## src/rtl/qmon_pkg.sv

```systemverilog
// Shared types and constants for the queue lane monitor.
// The lane FSM state type and the extra width that total needs to hold the
// sum of up to 16 lane counters live here.
package qmon_pkg;

  typedef enum logic [1:0] {
    IDLE,
    INC,
    DEC,
    SAT
  } lane_state_t;

  // 16 lanes of CNT_W bits each sum into at most CNT_W+4 bits
  localparam int TOTAL_HEADROOM_W = 4;

endpackage

```

## src/rtl/qmon_lane.sv

```systemverilog
// One queue lane: sensor synchronisers, optional debounce, rising-edge event
// detection, lane FSM and the occupancy counter with full/empty/err flags.
// Build option: define QMON_DEBOUNCE_EN to insert the debounce filter between
// the synchronisers and edge detection.
module qmon_lane
  import qmon_pkg::*;
#(
  parameter int CNT_W      = 8,
  parameter int MAX_OCC    = 200
`ifdef QMON_DEBOUNCE_EN
  ,
  parameter int DEB_CYCLES = 4
`endif
) (
  input  logic             clk,
  input  logic             rst,
  input  logic             fsen,
  input  logic             bsen,
  input  logic             err_clr,
  output logic [CNT_W-1:0] occ,
  output logic             up_pulse,
  output logic             down_pulse,
  output logic             full,
  output logic             empty,
  output logic             err
);

  localparam logic [CNT_W-1:0] MAX_VAL = CNT_W'(MAX_OCC);

  // bit 0 = front sensor, bit 1 = back sensor
  logic [1:0] sens;
  logic [1:0] sync1;
  logic [1:0] sync2;
  logic [1:0] level;
  logic [1:0] level_q;
  logic [1:0] armed;
  logic [1:0] primed;
  logic [1:0] rise;
  logic       entry;
  logic       leave;

  lane_state_t      state;
  lane_state_t      state_next;
  logic [CNT_W-1:0] occ_next;
  logic             err_set;

  assign sens = {bsen, fsen};

  // Two-flop synchronisers; a sensor only arms once it has been seen low
  // after reset, so a level held through reset release never counts.
  always_ff @(posedge clk or posedge rst) begin
    if (rst) begin
      sync1  <= '0;
      sync2  <= '0;
      primed <= '0;
      armed  <= '0;
    end else begin
      sync1  <= sens;
      sync2  <= sync1;
      primed <= {primed[0], 1'b1};
      if (primed[1]) begin
        armed <= armed | ~sync2;
      end
    end
  end

`ifdef QMON_DEBOUNCE_EN
  localparam int DW = (DEB_CYCLES > 1) ? $clog2(DEB_CYCLES + 1) : 1;
  localparam logic [DW-1:0] DEB_LAST = DW'(DEB_CYCLES - 1);

  logic [1:0][DW-1:0] deb_cnt;

  // Debounce: the filtered level follows only after DEB_CYCLES consecutive
  // disagreeing samples; any agreeing sample restarts the count.
  always_ff @(posedge clk or posedge rst) begin
    if (rst) begin
      level   <= '0;
      deb_cnt <= '0;
    end else begin
      for (int i = 0; i < 2; i++) begin
        if (sync2[i] == level[i]) begin
          deb_cnt[i] <= '0;
        end else if (deb_cnt[i] == DEB_LAST) begin
          level[i]   <= sync2[i];
          deb_cnt[i] <= '0;
        end else begin
          deb_cnt[i] <= deb_cnt[i] + 1'b1;
        end
      end
    end
  end
`else
  assign level = sync2;
`endif

  // Previous filtered level for rising-edge detection.
  always_ff @(posedge clk or posedge rst) begin
    if (rst) begin
      level_q <= '0;
    end else begin
      level_q <= level;
    end
  end

  assign rise  = level & ~level_q & armed;
  assign entry = rise[0];
  assign leave = rise[1];

  // Next-state, counter and flag decisions; pulses decode from the state.
  always_comb begin
    state_next = IDLE;
    occ_next   = occ;
    err_set    = 1'b0;
    up_pulse   = (state == INC);
    down_pulse = (state == DEC);
    if (entry && !leave) begin
      if (occ == MAX_VAL) begin
        state_next = SAT;
        err_set    = 1'b1;
      end else begin
        state_next = INC;
        occ_next   = occ + 1'b1;
      end
    end else if (leave && !entry) begin
      if (occ == '0) begin
        state_next = SAT;
        err_set    = 1'b1;
      end else begin
        state_next = DEC;
        occ_next   = occ - 1'b1;
      end
    end
  end

  // State, counter and registered flags all move on the same edge.
  always_ff @(posedge clk or posedge rst) begin
    if (rst) begin
      state <= IDLE;
      occ   <= '0;
      full  <= 1'b0;
      empty <= 1'b1;
      err   <= 1'b0;
    end else begin
      state <= state_next;
      occ   <= occ_next;
      full  <= (occ_next == MAX_VAL);
      empty <= (occ_next == '0);
      if (err_clr) begin
        err <= 1'b0;
      end else if (err_set) begin
        err <= 1'b1;
      end
    end
  end

endmodule

```

## src/rtl/queue_lane_monitor.sv

```systemverilog
// Multi-lane queue occupancy monitor: NUM_LANES independent qmon_lane
// instances plus a registered total of all lane occupancies.
// Build option: define QMON_DEBOUNCE_EN to enable sensor debouncing.
module queue_lane_monitor
  import qmon_pkg::*;
#(
  parameter int NUM_LANES  = 4,
  parameter int CNT_W      = 8,
  parameter int MAX_OCC    = 200,
  parameter int DEB_CYCLES = 4
) (
  input  logic                              clk,
  input  logic                              rst,
  input  logic [NUM_LANES-1:0]              fsen,
  input  logic [NUM_LANES-1:0]              bsen,
  input  logic                              err_clr,
  output logic [NUM_LANES*CNT_W-1:0]        occ,
  output logic [NUM_LANES-1:0]              up_pulse,
  output logic [NUM_LANES-1:0]              down_pulse,
  output logic [NUM_LANES-1:0]              full,
  output logic [NUM_LANES-1:0]              empty,
  output logic [NUM_LANES-1:0]              err,
  output logic [CNT_W+TOTAL_HEADROOM_W-1:0] total
);

  localparam int TOT_W = CNT_W + TOTAL_HEADROOM_W;

  logic [TOT_W-1:0] sum;

  if ((NUM_LANES < 1) || (NUM_LANES > 16) || (DEB_CYCLES < 1) ||
      (MAX_OCC < 1) || (MAX_OCC > (2 ** CNT_W) - 1)) begin : g_bad_params
    $error("queue_lane_monitor: parameter out of range");
  end

  for (genvar i = 0; i < NUM_LANES; i++) begin : g_lane
    qmon_lane #(
      .CNT_W     (CNT_W),
      .MAX_OCC   (MAX_OCC)
`ifdef QMON_DEBOUNCE_EN
      ,
      .DEB_CYCLES(DEB_CYCLES)
`endif
    ) u_lane (
      .clk       (clk),
      .rst       (rst),
      .fsen      (fsen[i]),
      .bsen      (bsen[i]),
      .err_clr   (err_clr),
      .occ       (occ[i*CNT_W +: CNT_W]),
      .up_pulse  (up_pulse[i]),
      .down_pulse(down_pulse[i]),
      .full      (full[i]),
      .empty     (empty[i]),
      .err       (err[i])
    );
  end

  // Combinational sum of the lane counters.
  always_comb begin
    sum = '0;
    for (int i = 0; i < NUM_LANES; i++) begin
      sum = sum + TOT_W'(occ[i*CNT_W +: CNT_W]);
    end
  end

  // Register the sum so total trails occ by one cycle.
  always_ff @(posedge clk or posedge rst) begin
    if (rst) begin
      total <= '0;
    end else begin
      total <= sum;
    end
  end

endmodule

```

## config.mk

```make
export PLATFORM = sky130hd
export DESIGN_NAME = queue_lane_monitor
export DESIGN_NICKNAME = d
export VERILOG_FILES = /design/src/rtl/qmon_pkg.sv /design/src/rtl/qmon_lane.sv /design/src/rtl/queue_lane_monitor.sv
export SDC_FILE = /design/constraint.sdc
export NUM_CORES = 1
export LEC_CHECK = 0
export CAP_MARGIN = 5
export CORE_MARGIN = 2
export CORE_UTILIZATION = 40
export CTS_CLUSTER_SIZE = 40
export DETAILED_ROUTE_END_ITERATION = 12
export RECOVER_POWER = 100
export REMOVE_ABC_BUFFERS = 1
export SYNTH_ARGS = -nofsm -noshare
export SYNTH_HDL_FRONTEND = slang
export SYNTH_HIERARCHICAL = 1
export SYNTH_SLANG_ARGS = --single-unit
```

## constraint.sdc

```tcl
create_clock -name clk -period 2.9 [get_ports clk]
set_clock_uncertainty 0.05 [all_clocks]
set_input_delay 0.435 -clock clk [delete_from_list [all_inputs] [get_ports clk]]
set_output_delay 0.435 -clock clk [all_outputs]
set_load 0.05 [all_outputs]
```

==> results of run 1 <==
-- flip-flops by register name, indices dropped and copies added, names as in the netlist --
signal	cells
g_lane.u_lane/primed	8
g_lane.u_lane/sync1	8
g_lane.u_lane/level	8
g_lane.u_lane/armed	8
g_lane.u_lane/err	4
g_lane.u_lane/full	4
g_lane.u_lane/state	8
g_lane.u_lane/level_q	8
g_lane.u_lane/occ	32
g_lane.u_lane/empty	4
total	10
-- worst reg2reg max path, cell delays in order (launching register included) --
cell and delay (ps):
dfrtp_1 350, inv_1 60, fa_1 520, inv_1 50, fa_1 460, ha_2 230
fa_2 350, a21oi_1 150, nor2b_1 80, a31oi_1 220, o21ai_0 130
-- per-layer routing --
metal	up-vias	GRT usage	wire length [um]
met3	15	0.02995	710
li1	2308	-	-
met4	0	0.06209	208
met1	2368	0.2605	6671
met2	163	0.2967	6661
met5	-	0	0
-- logic make-up (layout without fill, tap and decap cells) --
kind of cell | after synthesis | after routing | synth area share
adders and majority gates | 33 | 33 | 0.09097
buffers and inverters | 113 | 211 | 0.07794
xor gates and xnor gates | 13 | 13 | 0.01943
DFF | 102 | 102 | 0.4365
and+or+nand+nor | 218 | 218 | 0.2103
other | 5 | 6 | 0.003203
AOI/OAI and AO/OA | 125 | 125 | 0.1548
muxes | 4 | 4 | 0.006833
-- synth_stat cells (8+ instances only) --
master / instances
buf_2: 8
nor2b_1: 9
nand2b_1: 16
or4_1: 8
inv_1: 87
nor3_1: 14
o21ai_0: 14
ha_1: 17
a21oi_1: 24
and3_1: 8
dfrtp_1: 98
nand2_1: 35
a211oi_1: 9
nor3b_1: 8
nand3b_1: 8
or3_1: 8
nand3_1: 17
nor2_1: 49
a31oi_1: 17
fa_1: 16
clkbuf_1: 12
xnor2_1: 12
and3b_1: 8
a21o_1: 13
-- how the worst min path moves through the flow --
stage,start,end,slack [ps],depth (start not counted)
after floorplan,rst,total[0],230,1
after global placement,g_lane[0].u_lane/primed[0],g_lane[0].u_lane/primed[1],280,0
after detailed placement,g_lane[0].u_lane/sync1[0],g_lane[0].u_lane/level[0],290,0
after CTS,g_lane[0].u_lane/sync1[0],g_lane[0].u_lane/level[0],300,0
after global routing,g_lane[1].u_lane/sync1[0],g_lane[1].u_lane/level[0],310,0
final,g_lane[2].u_lane/sync1[0],g_lane[2].u_lane/level[0],300,0
-- power breakdown --
group | switching, mW | total, mW | internal, mW
Clock | 0.547 | 1.33 | 0.786
Combinational | 3.99 | 6.45 | 2.46
Sequential | 0.183 | 2.00 | 1.82
-- through the flow --
step	utilization	setup TNS, ps
after floorplan	-	-1082
after global placement	0.4821	0
after detailed placement	0.4821	0
after CTS	0.5051	0
after global routing	0.5049	-8.586
final	0.5049	0
-- cells in the final DEF (no fill, tap or decap), drive strengths merged, types with 6 or more instances in the layout --
master / instances
a31oi: 17
ha: 17
or3: 8
clkbuf: 15
a21o: 13
nand2: 35
nor2: 49
nor2b: 10
a21oi: 29
fa: 16
or4: 8
conb: 6
a211oi: 9
nor3: 14
xnor2: 12
and3b: 8
o21ai: 14
inv: 89
and3: 8
nand3b: 8
nor3b: 8
nand2b: 16
dlygate4sd3: 71
buf: 31
nand3: 17
dfrtp: 98
-- cell type report --
type / count / area, sq um
repair buffers: 108 / 972.2
well taps: 184 / 230.2
multi-input cells: 399 / 2865
flip-flops and latches: 102 / 2557
inverters: 87 / 326.6
clock buffers: 10 / 239.0
fillers: 1351 / 7141
clock inverters: 6 / 92.59
-- timing repair --
action	CTS	global route
setup endpoints to repair	0	5
resized for setup	0	8
hold buffers	0	0
buffers inserted	0	0
==> metrics.cfg, run 1 <==
[run_status]
outcome=completed

[clock_tree]
cts_tree=built
cts_inserted_buffers=9
root_buffer=clkbuf_16
cts_num_sinks=102
clock_latency_ps=350
cts.clk_slew.worst_paths_ps=70
ctsHtreeMaxLevel=3
clockBufferDepth=2

[setup_path]
crit_slowest_cell=fa_1
required_ps=3080
crit_end=total[9]
r2r_cells=10
r2r-start=g_lane[0].u_lane/occ[1]
worstSetupStartpoint=g_lane[0].u_lane/occ[1]
timing.reg2reg.setup_slack_ps=120
critPathTopFamily=adder cells
crit_fanout=3
slowest_delay_ps=520
critPathArrivalTime_ps=2960
crit_chain=inv_1 -> fa_1 -> inv_1 -> fa_1 -> ha_2 -> fa_2 -> a21oi_1 -> nor2b_1 -> a31oi_1 -> o21ai_0
startpoint_type=flip-flop
critPathBufInv=2
endpoint_kind=flip-flop
critical_path_class=flip-flop to flip-flop
r2r_end=total[9]
cp.depth=10

[drt]
drc_errors=0
final_antenna_net_count=0
first_pass_iters=5
wire_per_inst_um=15.91
first_iter_violations=369
wirelength_um=14250
drt-vias-per-instance=5.417
vias=4854

[sta]
timing.hold.ws_ps=297.8
drv_slew=0
period_share=0.9572
hold_violations=0
max_freq_mhz=360.2
slew_headroom=0.1325
period_minus_slack_ps=2776
worst_slew_pin_slew_ps=1301
setup_slack_ps=124.0
finalSetupViolations=0

[placement]
placed_area_sq_um=6954
place_ws_ps=32.84
dp_hpwl_um=10910
place_inst=880
place_congestion=0.8909
port_buffers=72

[logic_synthesis]
synth_seq_cells=102
syn_avg_cell_area_sq_um=9.559
yosysWarnings=6
ys_async_sr_fraction=1.000
synthTopCellsByArea=dfrtp_1 42%, inv_1 5.6%, fa_1 5.5%
syn-cell-area_sq_um=5859
ys_seq_area_frac=0.4365
post_synth_num_cell_types=51
synth_area_leader_cell=dfrtp_1
synth_flop_cell=dfrtp_1
synth_edf_count=0
syn_inst=613
synth_top_area_frac=0.4185

[floorplan]
die_h_um=125.0
dieArea_sq_um=15630
die_w_um=125.0
core_sq_um=14420
rows=44
ios=75
start_util=0.4062

[cells_and_area]
final_area_sq_um=7283
fin_nets=751
syn_to_final_growth_pct=24.30
drive_gt1_frac=0.1025
diodes=0
layout.cells.non_filler=896

[global_route]
globalRouteOverflowTotal=0
grt_use_total=0.1861
grt_pass1_vias=4658
grt_pass1_wl_um=23540
grt_max_degree=24
antenna_found_initial=0

[pwr]
power.density_nw_per_um2=1343
power_mw=9.781
vdd_drop_max_v=0.0007077
leakage_nw=3.453

[worst_hold_path]
hp-class=flip-flop to flip-flop

[flow_run]
maxCapViolCount=0

(Power assumes the default switching activity.)
==> run 2: changes to the inputs <==
CTS_CLUSTER_SIZE = 14   (was 40)
==> results of run 2 <==
Final layout, timing and power as in run 1 (identical DEF).
